$ cat src/rtl/alu_arb_pkg.sv
// Shared constants for the ALU arbiter: widths, FSM encodings, flag bit positions, requester ids.
// Build option ALU_ARB_RR_EN (round-robin vs fixed priority) is consumed only by rr_arbiter_2.
package alu_arb_pkg;

    localparam int DATA_W = 8;
    localparam int OP_W   = 3;

    localparam logic [1:0] ST_IDLE = 2'd0;
    localparam logic [1:0] ST_EXEC = 2'd1;
    localparam logic [1:0] ST_RESP = 2'd2;

    localparam int FLAG_N = 3;
    localparam int FLAG_O = 2;
    localparam int FLAG_Z = 1;
    localparam int FLAG_C = 0;

    localparam logic ID_REQ0 = 1'b0;
    localparam logic ID_REQ1 = 1'b1;

    typedef struct packed {
        logic [DATA_W-1:0] a;
        logic [DATA_W-1:0] b;
        logic [OP_W-1:0]   op;
        logic              id;
    } operand_t;

    function automatic logic [3:0] pack_flags(input logic n, input logic o,
                                              input logic z, input logic c);
        logic [3:0] f;
        f         = 4'b0000;
        f[FLAG_N] = n;
        f[FLAG_O] = o;
        f[FLAG_Z] = z;
        f[FLAG_C] = c;
        return f;
    endfunction

endpackage

$ cat src/rtl/alu_arbiter_if.sv
// Bundle of the two request channels, the ALU side and the response channel.
// slave = arbiter view, master = requesters / ALU / consumer view.
interface alu_arbiter_if;
    import alu_arb_pkg::*;

    logic              req0_valid;
    logic              req0_ready;
    logic [DATA_W-1:0] req0_a;
    logic [DATA_W-1:0] req0_b;
    logic [OP_W-1:0]   req0_op;

    logic              req1_valid;
    logic              req1_ready;
    logic [DATA_W-1:0] req1_a;
    logic [DATA_W-1:0] req1_b;
    logic [OP_W-1:0]   req1_op;

    logic [DATA_W-1:0] alu_a;
    logic [DATA_W-1:0] alu_b;
    logic [OP_W-1:0]   alu_ctrl;
    logic [DATA_W-1:0] alu_s;
    logic              alu_n;
    logic              alu_o;
    logic              alu_z;
    logic              alu_c;

    logic              rsp_valid;
    logic              rsp_ready;
    logic              rsp_id;
    logic [DATA_W-1:0] rsp_s;
    logic [3:0]        rsp_flags;

    modport slave (
        input  req0_valid, req0_a, req0_b, req0_op,
        input  req1_valid, req1_a, req1_b, req1_op,
        output req0_ready, req1_ready,
        output alu_a, alu_b, alu_ctrl,
        input  alu_s, alu_n, alu_o, alu_z, alu_c,
        output rsp_valid, rsp_id, rsp_s, rsp_flags,
        input  rsp_ready
    );

    modport master (
        output req0_valid, req0_a, req0_b, req0_op,
        output req1_valid, req1_a, req1_b, req1_op,
        input  req0_ready, req1_ready,
        input  alu_a, alu_b, alu_ctrl,
        output alu_s, alu_n, alu_o, alu_z, alu_c,
        input  rsp_valid, rsp_id, rsp_s, rsp_flags,
        output rsp_ready
    );

endinterface

$ cat src/rtl/rr_arbiter_2.sv
// Two-way one-hot grant. ALU_ARB_RR_EN defined: round-robin against last_grant;
// undefined: requester 0 has fixed priority and last_grant is ignored.
module rr_arbiter_2 (
    input  logic [1:0] valid,
    input  logic       last_grant,
    output logic [1:0] grant
);

    always_comb begin
        grant = valid;
        if (valid == 2'b11) begin
`ifdef ALU_ARB_RR_EN
            grant = last_grant ? 2'b01 : 2'b10;
`else
            grant = 2'b01;
`endif
        end
    end

`ifndef ALU_ARB_RR_EN
    logic unused_last_grant;
    assign unused_last_grant = last_grant;
`endif

endmodule

$ cat src/rtl/alu_arbiter.sv
// Shares one combinational ALU between two requesters; operands and results are registered.
// Grant policy selected by ALU_ARB_RR_EN inside rr_arbiter_2.
//
// state | meaning
// IDLE  | waiting for a request; grant and latch operands
// EXEC  | ALU driven from operand registers; capture result and flags
// RESP  | response presented until rsp_ready
module alu_arbiter
    import alu_arb_pkg::*;
(
    input  logic          CLK,
    input  logic          RST,
    alu_arbiter_if.slave  bus,
    output logic          busy
);

    logic [1:0]        state_q, state_d;
    operand_t          opnd_q, opnd_d;
    logic              last_grant_q, last_grant_d;
    logic [DATA_W-1:0] res_s_q, res_s_d;
    logic [3:0]        res_flags_q, res_flags_d;
    logic              res_id_q, res_id_d;
    logic [1:0]        valid;
    logic [1:0]        grant;

    assign valid = {bus.req1_valid, bus.req0_valid};

    rr_arbiter_2 u_rr_arbiter_2 (
        .valid      (valid),
        .last_grant (last_grant_q),
        .grant      (grant)
    );

    always_comb begin
        state_d      = state_q;
        opnd_d       = opnd_q;
        last_grant_d = last_grant_q;
        res_s_d      = res_s_q;
        res_flags_d  = res_flags_q;
        res_id_d     = res_id_q;
        case (state_q)
            ST_IDLE: begin
                if (grant != 2'b00) begin
                    opnd_d.a     = grant[1] ? bus.req1_a  : bus.req0_a;
                    opnd_d.b     = grant[1] ? bus.req1_b  : bus.req0_b;
                    opnd_d.op    = grant[1] ? bus.req1_op : bus.req0_op;
                    opnd_d.id    = grant[1] ? ID_REQ1 : ID_REQ0;
                    last_grant_d = grant[1] ? ID_REQ1 : ID_REQ0;
                    state_d      = ST_EXEC;
                end
            end
            ST_EXEC: begin
                res_s_d     = bus.alu_s;
                res_flags_d = pack_flags(bus.alu_n, bus.alu_o, bus.alu_z, bus.alu_c);
                res_id_d    = opnd_q.id;
                state_d     = ST_RESP;
            end
            ST_RESP: begin
                if (bus.rsp_ready) begin
                    state_d = ST_IDLE;
                end
            end
            default: state_d = ST_IDLE;
        endcase
    end

    always_ff @(posedge CLK) begin
        if (RST) begin
            state_q      <= ST_IDLE;
            opnd_q       <= '0;
            last_grant_q <= ID_REQ1;
            res_s_q      <= '0;
            res_flags_q  <= '0;
            res_id_q     <= ID_REQ0;
        end else begin
            state_q      <= state_d;
            opnd_q       <= opnd_d;
            last_grant_q <= last_grant_d;
            res_s_q      <= res_s_d;
            res_flags_q  <= res_flags_d;
            res_id_q     <= res_id_d;
        end
    end

    // Operand registers only change on a grant, so the ALU inputs hold outside EXEC.
    assign bus.alu_a      = opnd_q.a;
    assign bus.alu_b      = opnd_q.b;
    assign bus.alu_ctrl   = opnd_q.op;

    assign bus.req0_ready = (state_q == ST_IDLE) && !RST && grant[0];
    assign bus.req1_ready = (state_q == ST_IDLE) && !RST && grant[1];

    assign bus.rsp_valid  = (state_q == ST_RESP);
    assign bus.rsp_id     = res_id_q;
    assign bus.rsp_s      = res_s_q;
    assign bus.rsp_flags  = res_flags_q;
    assign busy           = (state_q != ST_IDLE);

endmodule

$ cat src/flat_wrapper.sv
// flat-port wrapper written by rule: the top's interface ports become plain ports
module alu_arbiter_flat import alu_arb_pkg::*;
  (CLK, RST, busy, bus_req0_valid, bus_req0_a, bus_req0_b, bus_req0_op, bus_req1_valid, bus_req1_a, bus_req1_b, bus_req1_op, bus_req0_ready, bus_req1_ready, bus_alu_a, bus_alu_b, bus_alu_ctrl, bus_alu_s, bus_alu_n, bus_alu_o, bus_alu_z, bus_alu_c, bus_rsp_valid, bus_rsp_id, bus_rsp_s, bus_rsp_flags, bus_rsp_ready);
  alu_arbiter_if bus_i ();
  input  logic CLK;
  input  logic RST;
  output logic busy;
  input wire logic [$bits(bus_i.req0_valid)-1:0] bus_req0_valid;
  input wire logic [$bits(bus_i.req0_a)-1:0] bus_req0_a;
  input wire logic [$bits(bus_i.req0_b)-1:0] bus_req0_b;
  input wire logic [$bits(bus_i.req0_op)-1:0] bus_req0_op;
  input wire logic [$bits(bus_i.req1_valid)-1:0] bus_req1_valid;
  input wire logic [$bits(bus_i.req1_a)-1:0] bus_req1_a;
  input wire logic [$bits(bus_i.req1_b)-1:0] bus_req1_b;
  input wire logic [$bits(bus_i.req1_op)-1:0] bus_req1_op;
  output wire logic [$bits(bus_i.req0_ready)-1:0] bus_req0_ready;
  output wire logic [$bits(bus_i.req1_ready)-1:0] bus_req1_ready;
  output wire logic [$bits(bus_i.alu_a)-1:0] bus_alu_a;
  output wire logic [$bits(bus_i.alu_b)-1:0] bus_alu_b;
  output wire logic [$bits(bus_i.alu_ctrl)-1:0] bus_alu_ctrl;
  input wire logic [$bits(bus_i.alu_s)-1:0] bus_alu_s;
  input wire logic [$bits(bus_i.alu_n)-1:0] bus_alu_n;
  input wire logic [$bits(bus_i.alu_o)-1:0] bus_alu_o;
  input wire logic [$bits(bus_i.alu_z)-1:0] bus_alu_z;
  input wire logic [$bits(bus_i.alu_c)-1:0] bus_alu_c;
  output wire logic [$bits(bus_i.rsp_valid)-1:0] bus_rsp_valid;
  output wire logic [$bits(bus_i.rsp_id)-1:0] bus_rsp_id;
  output wire logic [$bits(bus_i.rsp_s)-1:0] bus_rsp_s;
  output wire logic [$bits(bus_i.rsp_flags)-1:0] bus_rsp_flags;
  input wire logic [$bits(bus_i.rsp_ready)-1:0] bus_rsp_ready;
  assign bus_i.req0_valid = bus_req0_valid;
  assign bus_i.req0_a = bus_req0_a;
  assign bus_i.req0_b = bus_req0_b;
  assign bus_i.req0_op = bus_req0_op;
  assign bus_i.req1_valid = bus_req1_valid;
  assign bus_i.req1_a = bus_req1_a;
  assign bus_i.req1_b = bus_req1_b;
  assign bus_i.req1_op = bus_req1_op;
  assign bus_req0_ready = bus_i.req0_ready;
  assign bus_req1_ready = bus_i.req1_ready;
  assign bus_alu_a = bus_i.alu_a;
  assign bus_alu_b = bus_i.alu_b;
  assign bus_alu_ctrl = bus_i.alu_ctrl;
  assign bus_i.alu_s = bus_alu_s;
  assign bus_i.alu_n = bus_alu_n;
  assign bus_i.alu_o = bus_alu_o;
  assign bus_i.alu_z = bus_alu_z;
  assign bus_i.alu_c = bus_alu_c;
  assign bus_rsp_valid = bus_i.rsp_valid;
  assign bus_rsp_id = bus_i.rsp_id;
  assign bus_rsp_s = bus_i.rsp_s;
  assign bus_rsp_flags = bus_i.rsp_flags;
  assign bus_i.rsp_ready = bus_rsp_ready;
  alu_arbiter u_core (.CLK(CLK), .RST(RST), .bus(bus_i), .busy(busy));
endmodule
$ cat config.mk
export PLATFORM = sky130hd
export DESIGN_NAME = alu_arbiter_flat
export DESIGN_NICKNAME = d
export VERILOG_FILES = /design/src/rtl/alu_arb_pkg.sv /design/src/rtl/alu_arbiter_if.sv /design/src/rtl/rr_arbiter_2.sv /design/src/rtl/alu_arbiter.sv /design/src/flat_wrapper.sv
export SDC_FILE = /design/constraint.sdc
export NUM_CORES = 1
export LEC_CHECK = 0
export BUFFER_PORTS_ARGS = -buffer_cell sky130_fd_sc_hd__buf_4
export CORE_MARGIN = 1
export CORE_UTILIZATION = 47
export CTS_CLUSTER_DIAMETER = 100
export DETAILED_ROUTE_END_ITERATION = 8
export PLACE_DENSITY = 0.87
export SYNTH_ARGS = -nofsm -noshare
export SYNTH_HDL_FRONTEND = slang
export SYNTH_SLANG_ARGS = --single-unit
$ cat constraint.sdc
create_clock -name CLK -period 3.31 [get_ports CLK]
set_input_delay 0.1655 -clock CLK [delete_from_list [all_inputs] [get_ports CLK]]
set_output_delay 0.1655 -clock CLK [all_outputs]
set_load 0.03 [all_outputs]
==> results by group, run 1 <==
Detailed routing
  • WL final: 3.78 mm
  • Routed WL per cell: 12.2 microns
  • DRC: 0
  • DR vias: 1581
  • DRT iter0 DRCs: 89
  • Antenna Violating Nets Remaining: 0
  • Detailed Routing Iterations Pass 1: 4
  • DR vias/cell: 5.10

Synthesis
  • Post-Synth Adder-Cell Area: 0
  • Most numerous cell in the Yosys netlist: nand2_1
  • Synthesized area: 1600 sq um
  • Post-synth top flop: dfxtp_1
  • Post-Synth XOR/XNOR Area: 0
  • Main combinational cell family by area after synthesis: compound AO/OA/AOI/OAI gates
  • Post-synthesis mux area share: 0
  • Synth Area in Compound Gates: 0.215
  • Register bit total from synthesis: 35
  • Synth top cells by count: nand2_1 (64), dfxtp_1 (35), a21oi_1 (34)
  • Syn Inst Count: 201
  • Synth Area in Simple Gates: 0.202
  • Synth top area share: 0.437
  • Syn Nets: around 260
  • Post-synth EDFFs: 0
  • Post-synthesis cell type count: 19
  • Synthesized area per cell: 7.97 sq um
  • Main area contributors after synthesis: dfxtp_1 (44%), nand2_1 (15%), a21oi_1 (11%), a311oi_1 (10%), buf_4 (9.8%)
  • Share of flip-flops with an asynchronous set or reset: 0
  • Yosys Warn Count: 0
  • Yosys top cell by area: dfxtp_1
  • Seq/Total Area, Yosys: 0.437

Floorplan
  • I/O pins: 91
  • Die X: 60.4 microns
  • Starting density of the core: 0.508
  • Row cnt: 20
  • Die H: 60.4 microns
  • Die ar.: 3650 sq um
  • Core area: 3150 sq um

Critical path
  • Critical path startpoint category: flop
  • Ordered list of cells on the worst path: nor2_2 > buf_4 > inv_2 > nor3b_1 > buf_4
  • CP Max Fanout: 22
  • Crit path capture type: output port
  • Critical path class: reg -> out
  • CP max-delay cell: dfxtp_1
  • CP most frequent cell: buf_4
  • Crit-path max cell delay: 350 ps
  • CP required: 3140 ps
  • Critical Path AT: 1550 ps

Clocking
  • Longest Clk Path Bufs: 2
  • CTS tree: yes
  • H-tree levels: 2
  • # resized after CTS: 0
  • Clock slew at reported path FFs: 110 ps
  • Root buf cell: clkbuf_4
  • # clock sinks: 35
  • Setup Buffers After CTS: 0
  • Hold_buf cts: 0
  • Worst-skew pair later-pin latency: 340 ps
  • Num CTS Buffers: 5

Pwr
  • IR drop worst, VDD: 0.369 mV
  • Power Density: between 500 and 600 nW/um^2
  • Lkg Pwr: 1.00 nW
  • Power Total: roughly 1.1 mW

STA
  • Worst rel slew slack: 0.473
  • Count of final hold-check violations: 0
  • Final Cycle Share: 0.517
  • Final clock skew: 12.5 ps
  • Worst-margin pin slew: 789 ps
  • Slew Viols, Final: 0
  • FMAX: 584 MHz
  • Final Critical Period: 1710 ps
  • RSZ-0062 raised after global routing: false
  • Total negative slack: 0 ps
  • Worst Hold Slack: approximately 36 ps
  • Setup-failing EPs final: 0

Cells and area
  • Final nets: 320
  • Syn-to-layout area delta: 37.1%
  • Post-layout util: 0.697
  • Register area: 701 sq um
  • Fill cells: 293
  • Diodes inserted: 0
  • Share of layout cells above drive strength 1: 0.383
  • Multi-input gate area: 668 sq um

Global route
  • Vias in the first global route: 1446
  • Met3 Track Usage GR: 0.0810
  • Met1 Usage GRT: 0.225
  • Largest net degree at the start of global routing: 38
  • GR peak layer: met2
  • Initial antenna violation count: 0
  • GR Overflow Total: 0
  • GRT Total Usage: 0.218
  • First-pass GRT wire length: 5.95 mm
  • Global Route met2 Usage: 0.402

Placement
  • Gpl congestion: 0.785
  • Port Buffers: 90
  • DP HPWL: around 2.8 mm

Outcome
  • Status: complete, no violations

Flow run
  • Number of maximum-capacitance violations: 0

Hold path
  • Worst Hold Class: in -> reg
state kept, by name, indices dropped and copies added (netlist names):
signal	flops
u_core.bus.rsp_flags	4
u_core.bus.alu_a	8
u_core.opnd_q	1
u_core.bus.rsp_s	8
u_core.bus.rsp_id	1
u_core.state_q	2
u_core.bus.alu_b	8
u_core.bus.alu_ctrl	3
power by group:
part,switching [mW],internal (mW),total [mW],leakage [nW]
combinational,0.187,0.134,0.321,0.665
sequential,0.0238,0.463,0.487,0.289
clock,0.140,0.178,0.318,0.0482
total,0.351,0.776,1.13,1.00
metrics by stage:
stage / instances / setup WS [ps] / cell area [sq um]
finish: 310 / 1600 / 2200
global placement: 302 / 1890 / 2110
detailed placement: 302 / 1830 / 2110
CTS: 310 / 1590 / 2200
floorplan: 201 / 1780 / 1600
global route: 310 / 1450 / 2200
per-layer routing:
| metal | share of wire | wire length (microns) |
|---|---|---|
| met5 | 0 | 0 |
| met4 | 0.014 | 53 |
| met3 | 0.091 | 344 |
| met2 | 0.51 | 1930 |
| met1 | 0.38 | 1450 |
worst max-delay path, delay by kind of cell (launching register included):
family                 cells  cell delay, ps
buffers and inverters      3             560
DFF                        1             350
and+or+nand+nor            2             290
cell families (layout without fill, tap and decap cells):
group	after synthesis	in the layout
simple gates	77	77
compound gates	54	54
buf+inv	35	100
flops	35	35
worst paths after layout:
kind                                          start                   to  slack (ps)  depth (start not counted)
worst max register to register    u_core.state_q[0]  u_core.bus.alu_b[6]        1810                          5
worst min-delay path                 bus_req0_valid     u_core.opnd_q[0]          40                          2
worst min register to register  u_core.bus.rsp_s[4]  u_core.bus.rsp_s[4]         460                          2
worst max-delay path              u_core.state_q[0]       bus_req0_ready        1600                          5
placed cells by master, fill, tap and decap left out, drive strengths merged:
cell type	Yosys	routed
a211oi	1	1
a21oi	34	34
a311oi	19	19
and2b	1	1
buf	30	91
bufinv	0	1
clkbuf	4	6
clkinv	0	1
dfxtp	35	35
inv	1	1
nand2	64	64
nand2b	3	3
nor2	3	3
nor2b	2	2
nor3	2	2
nor3b	1	1
or2	1	1
cell type report:
type | count | share of cell area
sequential | 35 | 0.319
timing repair buffer | 91 | 0.311
multi-input combinational | 131 | 0.304
tap | 44 | 0.0251
clock buffer | 6 | 0.0233
clock inverter | 2 | 0.0159
inverter | 1 | 0.00171
(Power assumes the default switching activity.)
==> run 2, diff against run 1 <==
- CORE_UTILIZATION: 47 -> 39
- PLACE_DENSITY: 0.87 -> 0.77
- clock period: 3.31 -> 1.55 ns (I/O delays scaled with it)
==> run 2 against run 1 <==
Effect of this change: clock skew down 7.4 ps; register-to-register slack worse by 1600 ps; sequential cell count unchanged; largest cell class is now buffers; largest power group unchanged; highest routed layer unchanged.
==> results by group, run 2 (synthesis gave the netlist of run 1 again) <==
Floorplan
  • Core area: 3800 sq um (+20%)
  • Row cnt: 22 (+10%)
  • Die ar.: 4370 sq um (+20%)
  • Die H: 66.1 microns (+9.5%)
  • Die X: 66.1 microns (+9.5%)
  • I/O pins: 91 (unchanged)
  • Starting density of the core: 0.422 (-0.0864)

Placement
  • Gpl congestion: 0.696 (-11%)
  • DP HPWL: 2.85 mm (+3.4%)
  • Port Buffers: 90 (unchanged)

STA
  • FMAX: 723 MHz
  • Worst rel slew slack: 0.562 (+0.0889)
  • Worst Hold Slack: 20.1 ps (-15.5 ps)
  • Setup-failing EPs final: 0 (unchanged)
  • Count of final hold-check violations: 0 (unchanged)
  • RSZ-0062 raised after global routing: false
  • Final Critical Period: 1380 ps
  • Total negative slack: 0 ps (unchanged)
  • Worst-margin pin slew: 658 ps (-132 ps)
  • Final clock skew: 5.04 ps (-7.43 ps)
  • Final Cycle Share: 0.893
  • Slew Viols, Final: 0 (unchanged)

Cells and area
  • Diodes inserted: 0 (unchanged)
  • Fill cells: 370 (+26%)
  • Syn-to-layout area delta: 38.9%
  • Post-layout util: 0.586 (-0.111)
  • Commonest non-fill, non-tap cell in the layout: buf_4
  • Share of layout cells above drive strength 1: 0.387 (+0.00316)
  • Most frequent cells in the layout: buf_4 (96), nand2_1 (64), dfxtp_1 (35)
  • Final nets: 325 (+1.6%)

Critical path
  • R2r setup slk: 260 ps (-1550 ps)
  • Cells on worst reg2reg path: 4 (-1)
  • End of the critical path: bus_req1_ready
  • Critical path startpoint category: flop
  • Critical Path AT: 1310 ps (-240 ps)
  • Reg-to-Reg Start: u_core.state_q[0]
  • Crit. Startpoint: u_core.state_q[0]
  • Crit path capture type: output port
  • Critical path class: reg -> out
  • CP required: 1470 ps (-1670 ps)
  • R2r endpoint: u_core.bus.alu_b[2]
  • CP Max Fanout: 5 (-77%)

Clocking
  • CTS tree: yes
  • Num CTS Buffers: 5 (unchanged)
  • Hold_buf cts: 0 (unchanged)
  • Setup Buffers After CTS: 0 (unchanged)
  • # resized after CTS: 0 (unchanged)
  • # clock sinks: 35 (unchanged)
  • Longest Clk Path Bufs: 2 (unchanged)
  • Clock slew at reported path FFs: 60 ps (-50 ps)
  • H-tree levels: 2 (unchanged)
  • Root buf cell: clkbuf_8
  • Worst-skew pair later-pin latency: 270 ps (-70 ps)

Detailed routing
  • DR vias: 1550 (-2.0%)
  • Detailed Routing Iterations Pass 1: 4 (unchanged)
  • DRT iter0 DRCs: 55 (-38%)
  • Antenna Violating Nets Remaining: 0 (unchanged)
  • DRC: 0 (unchanged)
  • Routed WL per cell: 12.3 microns (+1.3%)
  • WL final: 3.91 mm (+3.6%)
  • DR vias/cell: 4.89 (-4.1%)

Hold path
  • Worst Hold Class: in -> reg
  • Cells on Worst Hold Path: 2 (unchanged)

Flow run
  • Number of maximum-capacitance violations: 0 (unchanged)

Pwr
  • P_int: 1.59 mW (+100%)
  • Flop pwr share: 0.448 (+0.016)
  • Sw frac: 0.314 (+0.00312)
  • Lkg Pwr: 1.01 nW (+1.3%)
  • Power Density: 1040 nW/um^2 (+100%)
  • Clk network pwr share: 0.248 (-0.035)
  • IR drop worst, VDD: 0.481 mV (+30%)
  • Logic pwr share: 0.305 (+0.020)
  • Psw: 0.728 mW (+110%)

Global route
  • First-pass GRT wire length: 6.18 mm (+3.8%)
  • GRT Total Usage: 0.188 (-0.0301)
  • Initial antenna violation count: 0 (unchanged)
  • Vias in the first global route: 1467 (+1.5%)
  • GR Overflow Total: 0 (unchanged)
  • Largest net degree at the start of global routing: 38 (unchanged)

Outcome
  • Status: complete, no violations
## run 2: cell count changes in the layout (fill, tap and decap cells not counted)
cell	before	now
buf_4	91	96
clkinv_2	1	0
bufinv_16	1	0
clkbuf_8	1	5
clkbuf_4	5	0
clkbuf_1	0	1
## run 2: cell type report
type,count,area [sq um],area share
repair buffers,96,721,0.324
flip-flops and latches,35,701,0.315
multi-input cells,131,668,0.300
clock buffers,6,72.6,0.0326
well taps,48,60.1,0.0270
inverters,1,3.75,0.00169
## run 2: per-layer routing
metal / part of all wire / GRT usage / wire length [microns]
met2: 0.48 / 0.325 / 1900
met1: 0.42 / 0.206 / 1660
met3: 0.077 / 0.0707 / 301
met4: 0.014 / 0.0718 / 55
met5: 0 / 0 / 0
## run 2: how the worst min path moves through the flow
stage	from	end	slack [ps]
3_5_place_dp	bus_req0_valid	u_core.opnd_q[0]	310
5_1_grt	bus_req0_valid	u_core.opnd_q[0]	10
4_1_cts	bus_req0_valid	u_core.opnd_q[0]	10
2_1_floorplan	bus_req0_valid	u_core.opnd_q[0]	170
3_3_place_gp	bus_req0_valid	u_core.opnd_q[0]	300
6_report	bus_req0_valid	u_core.opnd_q[0]	20
## run 2: per-stage QoR
stage          total power, mW  instances  area [sq um]  setup slack [ps]
4_1_cts                   2.34        317          2230               163
5_1_grt                   2.45        317          2230              64.3
3_3_place_gp              1.76        311          2150               310
6_report                  2.32        317          2230               166
3_5_place_dp              1.77        311          2150               262
2_1_floorplan             1.55        201          1600               109
## run 2: power groups by stage
stage | Clock (mW) | Sequential (mW) | Combinational (mW)
4_1_cts | 0.593 | 1.04 | 0.711
6_report | 0.573 | 1.04 | 0.705
3_5_place_dp | 0 | 1.06 | 0.712
3_3_place_gp | 0 | 1.06 | 0.704
5_1_grt | 0.645 | 1.05 | 0.759
2_1_floorplan | 0 | 1.09 | 0.464
## run 2: worst max-delay path, stage by stage, from the launching register on
cell and delay, ps:
dfxtp_1 330, nor2_2 170, inv_2 90, nor3_1 240, buf_4 210
